File: config.mk
export PLATFORM = sky130hd
export DESIGN_NAME = pla_forward_ptp_port_sched_32bit
export DESIGN_NICKNAME = d
export VERILOG_FILES = /design/src/rtl/pla_ptp_sched_pkg.sv /design/src/rtl/pla_ptp_sched_rr_arb.sv /design/src/rtl/pla_forward_ptp_port_sched_32bit.sv
export SDC_FILE = /design/constraint.sdc
export NUM_CORES = 1
export LEC_CHECK = 0
export CAP_MARGIN = 10
export CORE_MARGIN = 4
export CORE_UTILIZATION = 46
export CTS_BUF_LIST = sky130_fd_sc_hd__clkbuf_8
export DETAILED_ROUTE_END_ITERATION = 8
export GPL_TIMING_DRIVEN = 0
export MAX_ROUTING_LAYER = met4
export PLACE_DENSITY = 0.95
export SLEW_MARGIN = 20
export SYNTH_ARGS = -nofsm -noshare
export SYNTH_HDL_FRONTEND = slang
export SYNTH_SLANG_ARGS = --single-unit
File: constraint.sdc
create_clock -name I_sys_312m5_clk -period 4.3 [get_ports I_sys_312m5_clk]
set_clock_uncertainty 0.05 [all_clocks]
set_input_delay 0.86 -clock I_sys_312m5_clk [delete_from_list [all_inputs] [get_ports I_sys_312m5_clk]]
set_output_delay 0.86 -clock I_sys_312m5_clk [all_outputs]
set_load 0.01 [all_outputs]
File: src/rtl/pla_ptp_sched_pkg.sv
// Shared types, XGMII constants and the round-robin pick helper
// for the PTP port scheduler.
package pla_ptp_sched_pkg;

  typedef enum logic [2:0] {
    S_IDLE  = 3'd0,
    S_CHECK = 3'd1,
    S_PASS  = 3'd2,
    S_FLUSH = 3'd3,
    S_IPG   = 3'd4
  } state_t;

  localparam logic [31:0] C_XGMII_IDLE_WORD  = 32'h07070707;
  localparam logic [31:0] C_XGMII_START_WORD = 32'hfb555555;
  localparam logic [31:0] C_XGMII_ABORT_WORD = 32'hFD070707;
  localparam logic [3:0]  C_TXC_IDLE         = 4'hf;
  localparam logic [3:0]  C_TXC_START        = 4'h8;

  // First requester strictly after 'last', wrapping at n-1.
  // Returns 'last' when nothing requests.
  function automatic logic [2:0] rr_pick(
    input logic [7:0] req,
    input logic [2:0] last,
    input int         n
  );
    logic [2:0] pick;
    logic       found;
    int         j;
    pick  = last;
    found = 1'b0;
    for (int i = 1; i <= 8; i++) begin
      if (!found && i <= n) begin
        j = (int'(last) + i) % n;
        if (req[j[2:0]]) begin
          found = 1'b1;
          pick  = j[2:0];
        end
      end
    end
    return pick;
  endfunction

endpackage

File: src/rtl/pla_ptp_sched_rr_arb.sv
// Combinational round-robin arbiter for the PTP scheduler.
// Ports: i_req requests, i_last last grant, o_valid any request,
//        o_idx winner; i_hint class mask with PLA_PTP_SCHED_PRIO_EN.
module pla_ptp_sched_rr_arb
  import pla_ptp_sched_pkg::*;
#(
  parameter int C_PORT_NUM = 4
) (
  input  logic [C_PORT_NUM-1:0] i_req,
`ifdef PLA_PTP_SCHED_PRIO_EN
  input  logic [C_PORT_NUM-1:0] i_hint,
`endif
  input  logic [2:0]            i_last,
  output logic                  o_valid,
  output logic [2:0]            o_idx
);

  logic [7:0] w_req8;

  always_comb begin
    w_req8 = '0;
    w_req8[C_PORT_NUM-1:0] = i_req;
`ifdef PLA_PTP_SCHED_PRIO_EN
    // hinted requesters form their own class and shadow the rest
    if (|(i_req & i_hint)) begin
      w_req8[C_PORT_NUM-1:0] = i_req & i_hint;
    end
`endif
  end

  assign o_valid = |i_req;
  assign o_idx   = rr_pick(w_req8, i_last, C_PORT_NUM);

endmodule

File: src/rtl/pla_forward_ptp_port_sched_32bit.sv
// Frame-granular round-robin scheduler sharing one 32-bit XGMII PTP path
// between C_PORT_NUM show-ahead frame FIFOs, with idle gap and truncation.
// Ports: I_sys_312m5_clk/I_sys_rst clock and async high reset;
//   I_port_req/_xgmii_d/_xgmii_txc/_crc_err FIFO heads; O_port_rd pops;
//   O_xgmii_d/_txc/_crc_err registered output; O_grant_port word owner;
//   O_statistic_pulse toggles (0 sent, 1 abort, 2 misaligned flush).
// Option: PLA_PTP_SCHED_PRIO_EN adds I_port_ptp_hint class priority.
module pla_forward_ptp_port_sched_32bit
  import pla_ptp_sched_pkg::*;
#(
  parameter int          C_PORT_NUM  = 4,
  parameter int          C_IPG_WORDS = 3,
  parameter logic [15:0] C_MAX_WORDS = 16'd2500
) (
  input  logic                      I_sys_312m5_clk,
  input  logic                      I_sys_rst,
  input  logic [C_PORT_NUM-1:0]     I_port_req,
  input  logic [32*C_PORT_NUM-1:0]  I_port_xgmii_d,
  input  logic [4*C_PORT_NUM-1:0]   I_port_xgmii_txc,
  input  logic [C_PORT_NUM-1:0]     I_port_crc_err,
`ifdef PLA_PTP_SCHED_PRIO_EN
  input  logic [C_PORT_NUM-1:0]     I_port_ptp_hint,
`endif
  output logic [C_PORT_NUM-1:0]     O_port_rd,
  output logic [31:0]               O_xgmii_d,
  output logic [3:0]                O_xgmii_txc,
  output logic                      O_xgmii_crc_err,
  output logic [2:0]                O_grant_port,
  output logic [2:0]                O_statistic_pulse
);

  localparam logic [7:0] C_IPG_LAST  = 8'(C_IPG_WORDS - 1);
  localparam logic [2:0] C_LAST_INIT = 3'(C_PORT_NUM - 1);

  state_t      r_state;
  logic [2:0]  r_grant;
  logic [2:0]  r_last;
  logic [15:0] r_wcnt;
  logic [7:0]  r_ipg_cnt;
  logic [31:0] r_d;
  logic [3:0]  r_txc;
  logic        r_crc;
  logic [2:0]  r_gp;
  logic [2:0]  r_stat;

  state_t      w_state_nxt;
  logic [2:0]  w_grant_nxt;
  logic [2:0]  w_last_nxt;
  logic [15:0] w_wcnt_nxt;
  logic [7:0]  w_ipg_nxt;
  logic [31:0] w_d_nxt;
  logic [3:0]  w_txc_nxt;
  logic        w_crc_nxt;
  logic [2:0]  w_gp_nxt;
  logic [2:0]  w_stat_nxt;

  logic        w_head_req;
  logic [31:0] w_head_d;
  logic [3:0]  w_head_txc;
  logic        w_head_crc;
  logic        w_pop;
  logic        w_arb_valid;
  logic [2:0]  w_arb_idx;

  pla_ptp_sched_rr_arb #(
    .C_PORT_NUM (C_PORT_NUM)
  ) u_arb (
    .i_req   (I_port_req),
`ifdef PLA_PTP_SCHED_PRIO_EN
    .i_hint  (I_port_ptp_hint),
`endif
    .i_last  (r_last),
    .o_valid (w_arb_valid),
    .o_idx   (w_arb_idx)
  );

  // head of the granted FIFO
  always_comb begin
    w_head_req = 1'b0;
    w_head_d   = '0;
    w_head_txc = '0;
    w_head_crc = 1'b0;
    for (int i = 0; i < C_PORT_NUM; i++) begin
      if (r_grant == 3'(i)) begin
        w_head_req = I_port_req[i];
        w_head_d   = I_port_xgmii_d[i*32 +: 32];
        w_head_txc = I_port_xgmii_txc[i*4 +: 4];
        w_head_crc = I_port_crc_err[i];
      end
    end
  end

  assign w_pop = ((r_state == S_PASS) || (r_state == S_FLUSH))
               && w_head_req;

  always_comb begin
    O_port_rd = '0;
    for (int i = 0; i < C_PORT_NUM; i++) begin
      O_port_rd[i] = w_pop && (r_grant == 3'(i));
    end
  end

  always_comb begin
    w_state_nxt = r_state;
    w_grant_nxt = r_grant;
    w_last_nxt  = r_last;
    w_wcnt_nxt  = r_wcnt;
    w_ipg_nxt   = r_ipg_cnt;
    w_d_nxt     = C_XGMII_IDLE_WORD;
    w_txc_nxt   = C_TXC_IDLE;
    w_crc_nxt   = 1'b0;
    w_gp_nxt    = r_gp;
    w_stat_nxt  = r_stat;
    unique case (r_state)
      S_IDLE: begin
        if (w_arb_valid) begin
          w_grant_nxt = w_arb_idx;
          w_last_nxt  = w_arb_idx;
          w_wcnt_nxt  = '0;
          w_state_nxt = S_CHECK;
        end
      end
      S_CHECK: begin
        if (w_head_req) begin
          if (w_head_d == C_XGMII_START_WORD
              && w_head_txc == C_TXC_START) begin
            w_state_nxt = S_PASS;
          end else begin
            w_stat_nxt[2] = ~r_stat[2];
            w_state_nxt   = S_FLUSH;
          end
        end
      end
      S_PASS: begin
        if (!w_head_req || r_wcnt >= C_MAX_WORDS) begin
          w_d_nxt       = C_XGMII_ABORT_WORD;
          w_crc_nxt     = 1'b1;
          w_gp_nxt      = r_grant;
          w_stat_nxt[1] = ~r_stat[1];
          w_state_nxt   = S_FLUSH;
          w_ipg_nxt     = '0;
          // an over-long frame still pops here; if that word closes
          // the frame there is nothing left to flush
          if (w_head_req && w_head_txc != 4'h0) begin
            w_state_nxt = S_IPG;
          end
        end else begin
          w_d_nxt    = w_head_d;
          w_txc_nxt  = w_head_txc;
          w_crc_nxt  = w_head_crc;
          w_gp_nxt   = r_grant;
          w_wcnt_nxt = r_wcnt + 16'd1;
          // the start word was already validated, so any later
          // control lane marks the terminate word
          if (w_head_txc != 4'h0 && r_wcnt != 16'd0) begin
            w_stat_nxt[0] = ~r_stat[0];
            w_ipg_nxt     = '0;
            w_state_nxt   = S_IPG;
          end
        end
      end
      S_FLUSH: begin
        if (w_head_req && w_head_txc != 4'h0) begin
          w_ipg_nxt   = '0;
          w_state_nxt = S_IPG;
        end
      end
      S_IPG: begin
        if (r_ipg_cnt >= C_IPG_LAST) begin
          w_state_nxt = S_IDLE;
        end else begin
          w_ipg_nxt = r_ipg_cnt + 8'd1;
        end
      end
      default: begin
        w_state_nxt = S_IDLE;
      end
    endcase
  end

  always_ff @(posedge I_sys_312m5_clk or posedge I_sys_rst) begin
    if (I_sys_rst) begin
      r_state   <= S_IDLE;
      r_grant   <= '0;
      r_last    <= C_LAST_INIT;
      r_wcnt    <= '0;
      r_ipg_cnt <= '0;
      r_d       <= C_XGMII_IDLE_WORD;
      r_txc     <= C_TXC_IDLE;
      r_crc     <= 1'b0;
      r_gp      <= '0;
      r_stat    <= '0;
    end else begin
      r_state   <= w_state_nxt;
      r_grant   <= w_grant_nxt;
      r_last    <= w_last_nxt;
      r_wcnt    <= w_wcnt_nxt;
      r_ipg_cnt <= w_ipg_nxt;
      r_d       <= w_d_nxt;
      r_txc     <= w_txc_nxt;
      r_crc     <= w_crc_nxt;
      r_gp      <= w_gp_nxt;
      r_stat    <= w_stat_nxt;
    end
  end

  assign O_xgmii_d         = r_d;
  assign O_xgmii_txc       = r_txc;
  assign O_xgmii_crc_err   = r_crc;
  assign O_grant_port      = r_gp;
  assign O_statistic_pulse = r_stat;

endmodule
# Yosys cells after proc, flatten, opt, wreduce, memory -nomap -nowiden
# Index checks and enable logic that the tools add are counted.
[word_totals]
in_bits = 154
wordCells = 137
ff_bits = 76
out_inout_bits = 47
[classes]
eq_ne = 16
n_lt_le_gt_ge = 6
reduce_logical = 29
muxes = 59
n_addsub = 6
bitwise = 9
[ops]
columns = ["cell", "n"]
rows = [
  ["$mux 32", 6],
  ["$mux 3", 14],
  ["$eq 32x32->1 const B", 1],
  ["$mux 16", 2],
  ["$mux 8", 4],
  ["$pmux 16 s2", 1],
  ["$mux 4", 6],
  ["$pmux 8 s3", 1],
  ["$mux 1", 20],
  ["$add 16x1->16 const B", 1],
  ["$ge 16x12->1 const B", 1],
  ["$lt 3x4->1 const B", 4],
  ["$reduce_bool 16->1", 1],
  ["$pmux 3 s5", 1],
  ["$bmux 1 s3", 4],
  ["$eq 3x2->1 const B", 4],
  ["$reduce_and 3->1", 3],
  ["$add 8x1->8 const B", 1],
  ["$ge 8x2->1 const B", 1],
  ["$logic_and 1x1->1", 8],
  ["$ne 2x2->1 const B", 4],
  ["$reduce_or 2->1", 4],
  ["$eq 3x1->1 const B", 2],
  ["$logic_not 3->1", 2],
  ["other kinds (17)", 29],
]

# Longest topological paths before layout
# Gate-level depths: netlist of run 1.
[logic_depth]
word_depth = 12
depth_mapped = 10
ltp_nobuf = 8

# By module
# Synthesis of run 1 repeated with hierarchy kept, for this count alone.
[unflattened]
cells_unflattened = 449
hier_area_um2 = 4514.3
[by_module_without_submodules]
columns = ["module", "cells_each", "instances", "area_each_um2", "seq_area_each_um2"]
rows = [
  ["pla_forward_ptp_port_sched_32bit", 421, 1, 4331.7, 1899.3],
  ["pla_ptp_sched_rr_arb", 28, 1, 182.7, 0.0],
]

# Least setup slack after synthesis of run 1
# OpenSTA, ideal clock, no wires.
[synth_path]
path_kind = "input to register"
start = "input port I_port_xgmii_d[55]"
end = "register r_state[0]"
t_arrival_ps = 2635
n_path_buf = 0
stages = 6
setup_time_ps = 122
t_required_ps = 4128
slack_ps = 1493
path_cell_list = "mux4_1 -> nand3b_1 -> or4_4 -> o41ai_2 -> a41o_1 -> o21ai_1"
[synth_between]
elab_chain_cells = 8
[synth_rtl]
columns = ["element", "line_no", "rtl"]
rows = [
  ["start, declared", "pla_forward_ptp_port_sched_32bit.sv:18", "input logic [32*C_PORT_NUM-1:0] I_port_xgmii_d,"],
  ["$mux 32 (3 in a row)", "pla_forward_ptp_port_sched_32bit.sv:84", "if (r_grant == 3'(i)) begin"],
  ["$eq 32x32->1", "pla_forward_ptp_port_sched_32bit.sv:125", "if (w_head_d == C_XGMII_START_WORD"],
  ["$logic_and 1x1->1", "pla_forward_ptp_port_sched_32bit.sv:126", "&& w_head_txc == C_TXC_START) begin"],
  ["$mux 1", "pla_forward_ptp_port_sched_32bit.sv:125", ""],
  ["$mux 3", "pla_forward_ptp_port_sched_32bit.sv:124", "if (w_head_req) begin"],
  ["$pmux 3 s5", "pla_forward_ptp_port_sched_32bit.sv:114", "unique case (r_state)"],
  ["end signal, assigned", "pla_forward_ptp_port_sched_32bit.sv:194", "r_state <= w_state_nxt;"],
  ["end, declared", "pla_forward_ptp_port_sched_32bit.sv:35", "state_t r_state;"],
]
# No other way between the ends. The select of a mux whose other input is x is not followed.
# A chain may end at the register's enable or synchronous reset.

# Worst setup path in the final report of run 1
[layout_path]
start = "register r_grant[1]"
end = "output port O_port_rd[2]"
[layout_between]
elab_chain_cells = 7
word_cells_on_any_way = 10
classes_between = "3 x eq/ne; 4 x mux; 3 x reduce/logical"
[layout_rtl]
columns = ["element", "line_no", "rtl"]
rows = [
  ["start, declared", "pla_forward_ptp_port_sched_32bit.sv:36", "logic [2:0] r_grant;"],
  ["start signal, assigned", "pla_forward_ptp_port_sched_32bit.sv:195", "r_grant <= w_grant_nxt;"],
  ["$logic_not 3->1", "pla_forward_ptp_port_sched_32bit.sv:84", ""],
  ["$mux 1 (4 in a row)", "pla_forward_ptp_port_sched_32bit.sv:84", ""],
  ["$logic_and 1x1->1", "pla_forward_ptp_port_sched_32bit.sv:94", "&& w_head_req;"],
  ["$logic_and 1x1->1 *", "pla_forward_ptp_port_sched_32bit.sv:99", "O_port_rd[i] = w_pop && (r_grant == 3'(i));"],
  ["end, declared", "pla_forward_ptp_port_sched_32bit.sv:24", "output logic [C_PORT_NUM-1:0] O_port_rd,"],
]
# Every way passes the cells marked *; elsewhere a longest branch is shown, timed or not.

==> reports/metrics.yaml, run 1 <==
worst_setup_path:
  startpoint_type: "flop"
  crit_required_ns: 3.39
  critPathMostFrequentCell: "buf_2"
  r2r_start: "r_grant[1]"
  crit_path_cell_trace: "buf_2 > buf_2 > buf_2 > buf_1 > nand2_1 > nor4_1 > clkdlybuf4s50_1"
  critPathKind: "reg2out"
  crit_start: "r_grant[1]"
  crit_path_end_kind: "output pin"
  max_stage_delay_ns: 0.60
  arrival_ns: 2.87
  critPathMaxFanout: 10
  crit_slowest_cell: "clkdlybuf4s50_1"
finish:
  layout_common_cells: "200 x clkdlybuf4s50_1, 57 x dfrtp_1, 57 x nand2_1"
  final_core_util: 0.7317
  antenna_cells: 0
  nFillCells: 565
  area_growth_pct: 55.16
  layout_commonest_cell: "clkdlybuf4s50_1"
  drive_above_1_share: 0.1383
  nets: 753
synth:
  synth_area_um2: 4337
  syn_area_per_cell_um2: 11.32
  ys_ff_latch: 75
  synth-simple-area-share: 0.1803
  yosysSeqAreaShare: 0.4380
  synthXorXnorAreaFrac: 0.01616
  syn-num-nets: 541
  synth_top_family_by_area: "multiplexers"
  yosys.area_share.adder: 0.01154
  synth_ff_type: "dfrtp_1"
  synthCells: 383
  synth_mux_area_frac: 0.2184
  ys_warn_count: 0
  synth_compound_area_frac: 0.09492
  synthArstFlopShare: 1.000
  yosys.cell_types.count: 54
  synth_edf_count: 0
detailed_routing:
  first_iter_violations: 532
  vias: 4407
  wl_per_cell_um: 23.15
  drtAntennaViolNets: 0
  vias_per_cell: 6.198
  drc: 0
  drt_first_pass_iters: 7
  wl_mm: 16.46
clock_tree:
  cts_tree: "built"
  numCtsBuffers: 9
  clock-sinks: 75
  cts_max_level: 3
  cts-resized-gates: 0
  post_cts_buffers: 0
  clk_path_buf_depth: 2
  insertion_delay_ns: 0.35
  clk_root_buffer_cell: "clkbuf_8"
  cts_hold_repair.buffers: 0
  clk_pin_slew_worst_paths_ns: 0.08
floorplanning:
  die-area_um2: 11050
  die_w_um: 105.1
  start_util: 0.4716
  rows: 35
  die-height_um: 105.1
  core-area_um2: 9196
  pin_count: 201
sta:
  worst_slack_ns: 0.5160
  fin_setup_tns_ns: 0
  slew_headroom: 0.3816
  min_period_ns: 3.784
  max_freq_ghz: 0.2643
  slew_viol_final: 0
  setup_viol: 0
  period_share: 0.8800
  hold_viol_final: 0
  worst_hold_slack_ns: 0.4190
  tightest_slew_ns: 0.9160
  rsz0062_at_grt: "false"
min_path:
  holdCritPathClass: "reg2reg"
  hp-start: "O_statistic_pulse[0]"
power_and_ir_drop:
  switchingPower_uw: 1246
  p_int_uw: 2060
  leakagePower_uw: 0.002855
  power.share.clock: 0.188
  power_frac_seq: 0.279
  vdd.ir_drop.worst_mv: 0.3532
  netSwitchingFraction: 0.3768
  power_density_nw_per_um2: 491.3
  power_frac_comb: 0.533
flow_run:
  cap_violations: 0
global_route:
  track_usage: 0.3076
  antenna_found_initial: 0
  grt_pass1_wl_mm: 25.29
  grt_max_degree: 39
  grt_pass1_vias: 4534
  grt.overflow.total: 0
placement:
  hpwl_mm: 12.95
  preCtsSetupSlack_ns: 0.8237
  gp_congestion: 0.8456
  port_buffers: 200
run_status:
  outcome: "finished, final reports clean"
[synthesized netlist by cell type, drive strengths merged, types with 2 or more instances]
cell type	count	area share
dfrtp	57	0.33
nand2	57	0.049
mux4	38	0.21
nor2	29	0.025
a21oi	18	0.021
dfstp	18	0.11
and3	16	0.023
clkbuf	13	0.011
buf	12	0.020
o21ai	12	0.014
inv	10	0.0087
nand3	9	0.010
nor4	8	0.012
xor2	7	0.014
and2	6	0.0087
nor3	6	0.0069
nand3b	5	0.0087
or3	5	0.0072
a31o	4	0.0081
a41oi	4	0.0081
ha	4	0.012
o31ai	4	0.0069
mux2	3	0.0078
nor2b	3	0.0043
o22ai	3	0.0043
or4	3	0.0061
a21boi	2	0.0035
a221oi	2	0.0055
a31oi	2	0.0029
and4	2	0.0040
mux2i	2	0.0046
nand4	2	0.0029
nor4b	2	0.0040
o211a	2	0.0046
[registers in the layout (all words and copies together) (netlist names)]
signal and flops:
O_xgmii_txc 4, r_grant 3, r_last 2, r_ipg_cnt 8, O_xgmii_crc_err 1, r_state 3
O_statistic_pulse 3, r_wcnt 16, O_grant_port 3, O_xgmii_d 32
[power by group through the flow]
stage,clock [uW],combinational [uW],sequential (uW)
2_1_floorplan,0,1030,962
3_3_place_gp,0,1640,924
3_5_place_dp,0,1720,931
4_1_cts,623,1730,920
5_1_grt,660,1870,934
6_report,621,1760,921
[logic make-up (layout without fill, tap and decap cells)]
kind of cell,Yosys count,count (layout)
buffers and inverters,36,253
AND/OR/NAND/NOR,157,157
flip-flops,75,75
multiplexers,43,43
AO/OA/AOI/OAI,60,60
XOR/XNOR,8,8
adder cells (fa/ha/maj),4,4
[final cells by class]
type	instances	area, um2	share of cell area
Sequential cell	75	1899	0.2823
Buffer	25	135.1	0.02008
Tap cell	111	138.9	0.02064
Multi-Input combinational cell	272	2261	0.3360
Clock inverter	5	77.57	0.01153
Clock buffer	11	151.4	0.02250
Inverter	11	43.79	0.006508
Timing Repair Buffer	201	2022	0.3005
[path summary, 6_finish.rpt]
path                                        end  slack (ns)  cells past startpoint
hold reg to reg            O_statistic_pulse[0]        0.42                      1
min in group asynchronous         O_xgmii_d[15]        0.86                      2
setup / recovery                   O_port_rd[2]        0.52                      7
hold / removal             O_statistic_pulse[0]        0.42                      1
setup reg to reg           O_statistic_pulse[2]        1.06                     10
max in group asynchronous         O_xgmii_d[25]        2.71                      3
[worst max-delay path, delay by kind of cell, from the launching register on]
| family | cells | cell delay [ns] |
|---|---|---|
| buf+inv | 5 | 1.92 |
| flops | 1 | 0.33 |
| simple gates | 2 | 0.27 |
[metrics by stage]
| step | power [uW] | cells | cell area (um2) |
|---|---|---|---|
| floorplan | 1992 | 383 | 4337 |
| global placement | 2560 | 694 | 6477 |
| detailed placement | 2646 | 695 | 6500 |
| CTS | 3276 | 711 | 6729 |
| global route | 3461 | 711 | 6729 |
| finish | 3306 | 711 | 6729 |
[routing by layer]
layer / routed length, um / track usage / vias up
met5: 0 / - / -
met4: 595 / 0.1050 / 0
met3: 1730 / 0.06980 / 62
met2: 8249 / 0.5261 / 363
met1: 5887 / 0.3582 / 2117
li1: - / - / 1865
No activity file was read; power rests on OpenSTA's default activity.
==> run 2: changes to the inputs <==
--- a/config.mk
+++ b/config.mk
@@ -10,7 +10,6 @@
 export CORE_UTILIZATION = 46
 export CTS_BUF_LIST = sky130_fd_sc_hd__clkbuf_8
 export DETAILED_ROUTE_END_ITERATION = 8
-export GPL_TIMING_DRIVEN = 0
 export MAX_ROUTING_LAYER = met4
 export PLACE_DENSITY = 0.95
 export SLEW_MARGIN = 20
==> run 2 against run 1 <==
Compared with the run above:
- combinational power down 13%
- clock power shrank 3.5%
- first-iteration DRC count fell by 25%
- via count is 6.9% lower
- critical path depth unchanged
- wire length shrank 5.6%
- sequential power increased by 16%
- largest cell class unchanged
- final cell count fell by 2.5%
- sequential cell count stayed put
==> reports/metrics.yaml, run 2 (synthesis results as in run 1) <==
worst_setup_path:
  crit_required_ns: 4.49
  critPathMaxFanout: 28
  crit_path_cell_trace: "buf_4 > mux4_2 > nand3b_1 > or4_4 > o41ai_2 > a41o_1 > o21ai_1"
  crit_slowest_cell: "dfrtp_2"
  reg2regPathDepth: 7
  critPathKind: "reg2reg"
  crit_path_end_kind: "flop"
  max_stage_delay_ns: 0.88
  startpoint_type: "flop"
  arrival_ns: 3.60
sta:
  min_period_ns: 3.410
  fin_setup_tns_ns: 0
  tightest_slew_ns: 1.024
  max_freq_ghz: 0.2933
  rsz0062_at_grt: "false"
  slew_headroom: 0.3089
  setup_viol: 0
  hold_viol_final: 0
  slew_viol_final: 0
  period_share: 0.7930
clock_tree:
  cts_tree: "built"
  clk_root_buffer_cell: "clkbuf_8"
  cts_max_level: 3
  clk_pin_slew_worst_paths_ns: 0.08
  numCtsBuffers: 9
  insertion_delay_ns: 0.36
  cts-resized-gates: 0
  clock-sinks: 75
  cts_hold_repair.buffers: 0
  post_cts_buffers: 0
  clk_path_buf_depth: 2
global_route:
  track_usage: 0.2944
  grt_max_degree: 52
  grt_pass1_wl_mm: 24.23
  grt_pass1_vias: 4384
  antenna_found_initial: 0
  grt.overflow.total: 0
floorplanning:
  pin_count: 201
  rows: 35
  die-area_um2: 11050
  start_util: 0.4716
  die-height_um: 105.1
  core-area_um2: 9196
  die_w_um: 105.1
finish:
  layout_commonest_cell: "clkdlybuf4s50_1"
  final_core_util: 0.7214
  layout_common_cells: "200 x clkdlybuf4s50_1, 57 x nand2_1, 55 x dfrtp_1"
  nFillCells: 596
  multi_input_area_um2: 2272
  antenna_cells: 0
  nets: 735
  seq_area_um2: 1902
  drive_above_1_share: 0.1460
  area_growth_pct: 52.97
  largest_reg_flops: 32
power_and_ir_drop:
  power_density_nw_per_um2: 482.1
  leakagePower_uw: 0.002807
  vdd.ir_drop.worst_mv: 0.3178
min_path:
  holdCritPathClass: "reg2reg"
  min_path_cells: 1
placement:
  hpwl_mm: 11.83
  gp_congestion: 0.9079
  port_buffers: 200
detailed_routing:
  first_iter_violations: 401
  vias: 4105
  vias_per_cell: 5.924
  drtAntennaViolNets: 0
  wl_per_cell_um: 22.41
  drt_first_pass_iters: 5
  drc: 0
  wl_mm: 15.53
run_status:
  outcome: "finished, final reports clean"
flow_run:
  cap_violations: 0
[run 2: area by class of cell]
cell class                      instances  share of cell area
Multi-Input combinational cell        272              0.3425
Clock buffer                            9             0.01867
Inverter                               11            0.006413
Sequential cell                        75              0.2867
Tap cell                              111             0.02094
Clock inverter                          7             0.01396
Timing Repair Buffer                  208              0.3108
[run 2: per-layer routing]
metal / GRT usage / wire (um) / vias to the layer above / part of all wire
li1: - / - / 1827 / -
met5: - / 0 / - / 0
met4: 0.1153 / 476 / 0 / 0.031
met1: 0.3404 / 5768 / 1991 / 0.37
met3: 0.06671 / 1307 / 34 / 0.084
met2: 0.4991 / 7979 / 253 / 0.51
[run 2: worst max-delay path: cells and delay by family (launching register included)]
kind / cells / cell delay, ns
mux: 1 / 0.57
buf+inv: 1 / 0.36
simple gates: 2 / 0.69
compound gates: 3 / 0.71
flops: 1 / 0.88
[run 2: per-stage QoR]
step / power [uW] / area, um2 / instances / hold WS, ns / worst slack [ns]
6_report: 3198 / 6634 / 693 / 0.4272 / 0.8902
5_1_grt: 3378 / 6634 / 693 / 0.4765 / 0.6753
4_1_cts: 3189 / 6633 / 693 / 0.4319 / 0.8717
3_5_place_dp: 2569 / 6416 / 677 / 0.4166 / 0.7700
3_3_place_gp: 2501 / 6416 / 677 / 0.4062 / 0.9239
2_1_floorplan: 1992 / 4337 / 383 / 0.4174 / 1.493
[run 2: path summary, 6_finish.rpt]
check / slack, ns / start / to
setup / recovery: 0.89 / r_grant[0] / r_state[0]
hold / removal: 0.43 / O_statistic_pulse[0] / O_statistic_pulse[0]
setup reg to reg: 0.89 / r_grant[0] / r_state[0]
hold reg to reg: 0.43 / O_statistic_pulse[0] / O_statistic_pulse[0]
max in group asynchronous: 2.53 / I_sys_rst / r_last[1]
min in group asynchronous: 0.94 / I_sys_rst / O_xgmii_d[15]
[run 2: report_power, final]
| group | switching, uW | internal [uW] |
|---|---|---|
| Clock | 274 | 326 |
| Combinational | 719 | 807 |
| Sequential | 217 | 856 |
| Total | 1210 | 1990 |
==> run 3: changes to the inputs <==
--- a/config.mk
+++ b/config.mk
@@ -7,11 +7,11 @@
 export LEC_CHECK = 0
 export CAP_MARGIN = 10
 export CORE_MARGIN = 4
-export CORE_UTILIZATION = 46
+export CORE_UTILIZATION = 39
 export CTS_BUF_LIST = sky130_fd_sc_hd__clkbuf_8
 export DETAILED_ROUTE_END_ITERATION = 8
 export MAX_ROUTING_LAYER = met4
-export PLACE_DENSITY = 0.95
+export PLACE_DENSITY = 0.91
 export SLEW_MARGIN = 20
 export SYNTH_ARGS = -nofsm -noshare
 export SYNTH_HDL_FRONTEND = slang
==> constraint.sdc (replaced) <==
create_clock -name I_sys_312m5_clk -period 3 [get_ports I_sys_312m5_clk]
set_clock_uncertainty 0.05 [all_clocks]
set_input_delay 0.6 -clock I_sys_312m5_clk [delete_from_list [all_inputs] [get_ports I_sys_312m5_clk]]
set_output_delay 0.6 -clock I_sys_312m5_clk [all_outputs]
set_load 0.01 [all_outputs]
==> run 3 against run 2 <==
Compared with the run above:
- worst hold slack worse by 0.0011 ns
- cell area increased by 2.5%
- critical path type unchanged
- via count increased by 1.9%
- clock-buffer cell count increased by 1
- global-route usage fell by 5.1 points
- critical endpoint is now r_ipg_cnt[6]
==> reports/metrics.yaml, run 3 (synthesis results as in run 1) <==
clock_tree:
  numCtsBuffers: 9
  insertion_delay_ns: 0.35
  clk_path_buf_depth: 2
  clk_pin_slew_worst_paths_ns: 0.09
  clock-sinks: 75
  clk_root_buffer_cell: "clkbuf_8"
  cts_max_level: 3
  post_cts_buffers: 0
  cts_tree: "built"
  cts_hold_repair.buffers: 0
sta:
  tightest_slew_ns: 1.062
  hold_viol_final: 0
  period_share: 0.9412
  min_period_ns: 2.824
  max_freq_ghz: 0.3542
  slew_viol_final: 0
  setup_viol: 0
  fin_setup_tns_ns: 0
  rsz0062_at_grt: "true"
  slew_headroom: 0.2860
floorplanning:
  die_w_um: 113.5
  die-height_um: 113.5
  pin_count: 201
  core-area_um2: 10840
  rows: 38
  start_util: 0.4000
  die-area_um2: 12870
flow_run:
  cap_violations: 0
power_and_ir_drop:
  power_density_nw_per_um2: 676.8
  vdd.ir_drop.worst_mv: 0.5667
  p_total_uw: 4604
  leakagePower_uw: 0.002880
detailed_routing:
  drc: 0
  routed.top_layer: "met4"
  wl_per_cell_um: 20.58
  met2_length_mm: 8.017
  vias_per_cell: 5.659
  drtAntennaViolNets: 0
  first_iter_violations: 333
  drt_first_pass_iters: 5
  wl_mm: 15.21
  met1_length_mm: 5.908
  wl_met3_um: 984
  vias: 4182
finish:
  nFillCells: 827
  final_core_util: 0.6274
  drive_above_1_share: 0.1703
  area_growth_pct: 56.84
  nets: 752
  layout_commonest_cell: "clkdlybuf4s50_1"
  antenna_cells: 0
  layout_common_cells: "200 x clkdlybuf4s50_1, 57 x nand2_1, 55 x dfrtp_1"
  finish.instance_area_um2: 6802
  largest_reg_flops: 32
min_path:
  hp-start: "O_statistic_pulse[0]"
  min_path_cells: 1
  hold_end: "O_statistic_pulse[0]"
  holdCritPathClass: "reg2reg"
worst_setup_path:
  cp_top_family: "simple AND/OR/NAND/NOR gates"
  worst_r2r_endpoint: "r_ipg_cnt[6]"
  r2r_setup_slack_ns: 0.18
  arrival_ns: 3.02
  crit_path_end_kind: "flop"
  max_stage_delay_ns: 0.62
  critPathMaxFanout: 25
  r2r_start: "r_grant[0]"
  reg2regPathDepth: 8
  crit_required_ns: 3.19
  crit_slowest_cell: "a221oi_2"
  crit_buf_inv: 2
  critPathKind: "reg2reg"
  crit_cells: 8
  startpoint_type: "flop"
  crit_path_cell_trace: "buf_12 > mux4_1 > nor4_1 > buf_4 > or3_1 > a221oi_2 > and2b_1 > nor2_1"
global_route:
  grt_max_degree: 76
  track_usage: 0.2431
  grt.overflow.total: 0
  grt_pass1_wl_mm: 23.69
  antenna_found_initial: 0
  grt_pass1_vias: 4463
placement:
  gp_congestion: 0.9043
  placed_cell_area_um2: 6618
  hpwl_mm: 12.01
  port_buffers: 200
run_status:
  outcome: "finished, final reports clean"
[run 3: where the power goes]
| group | leakage (uW) | internal [uW] | switching (uW) |
|---|---|---|---|
| sequential | 0.000962 | 1230 | 165 |
| combinational | 0.00183 | 1290 | 1180 |
| clock | 0.0000897 | 330 | 404 |
[run 3: what timing repair did]
action | 4_1_cts | 5_1_grt
endpoints found under the setup margin | 0 | 11
hold endpoints to repair | 0 | 0
resized for setup | 0 | 1
[run 3: through the flow]
step,setup WS (ns),cells,hold slack (ns)
finish,0.1765,739,0.4260
global route,-0.001107,739,0.4471
CTS,0.1708,739,0.4288
detailed placement,-0.1439,723,0.4142
global placement,-0.04889,723,0.4079
floorplan,0.4530,383,0.4174
[run 3: worst max path at each step]
| stage | start | end | slack, ns |
|---|---|---|---|
| 6_report | r_grant[0] | r_ipg_cnt[6] | 0.18 |
| 2_1_floorplan | I_port_xgmii_d[55] | r_state[0] | 0.45 |
| 5_1_grt | r_grant[0] | r_ipg_cnt[3] | -0.001 |
| 3_3_place_gp | I_port_xgmii_d[55] | r_state[0] | -0.05 |
| 4_1_cts | r_grant[0] | r_ipg_cnt[6] | 0.17 |
| 3_5_place_dp | I_port_xgmii_txc[8] | r_ipg_cnt[6] | -0.14 |
[run 3: area by class of cell]
type,instances,area [um2],share of cell area
tap,140,175.2,0.02575
sequential,75,1902,0.2796
inverter,11,41.29,0.006071
multi-input combinational,272,2272,0.3341
clock inverter,6,46.29,0.006806
clock buffer,10,137.6,0.02024
timing repair buffer,225,2227,0.3274
[run 3: worst reg2reg max path, stage by stage (launching register included)]
cell and delay, ns:
dfrtp_2 0.44, buf_12 0.18, mux4_1 0.43, nor4_1 0.09
buf_4 0.15, or3_1 0.38, a221oi_2 0.62, and2b_1 0.30
nor2_1 0.08
[run 3: routing by layer]
| metal | global-route usage | vias up |
|---|---|---|
| met5 | - | - |
| met4 | 0.07131 | 0 |
| met3 | 0.03660 | 24 |
| met2 | 0.4348 | 199 |
| met1 | 0.2842 | 2100 |
| li1 | - | 1859 |
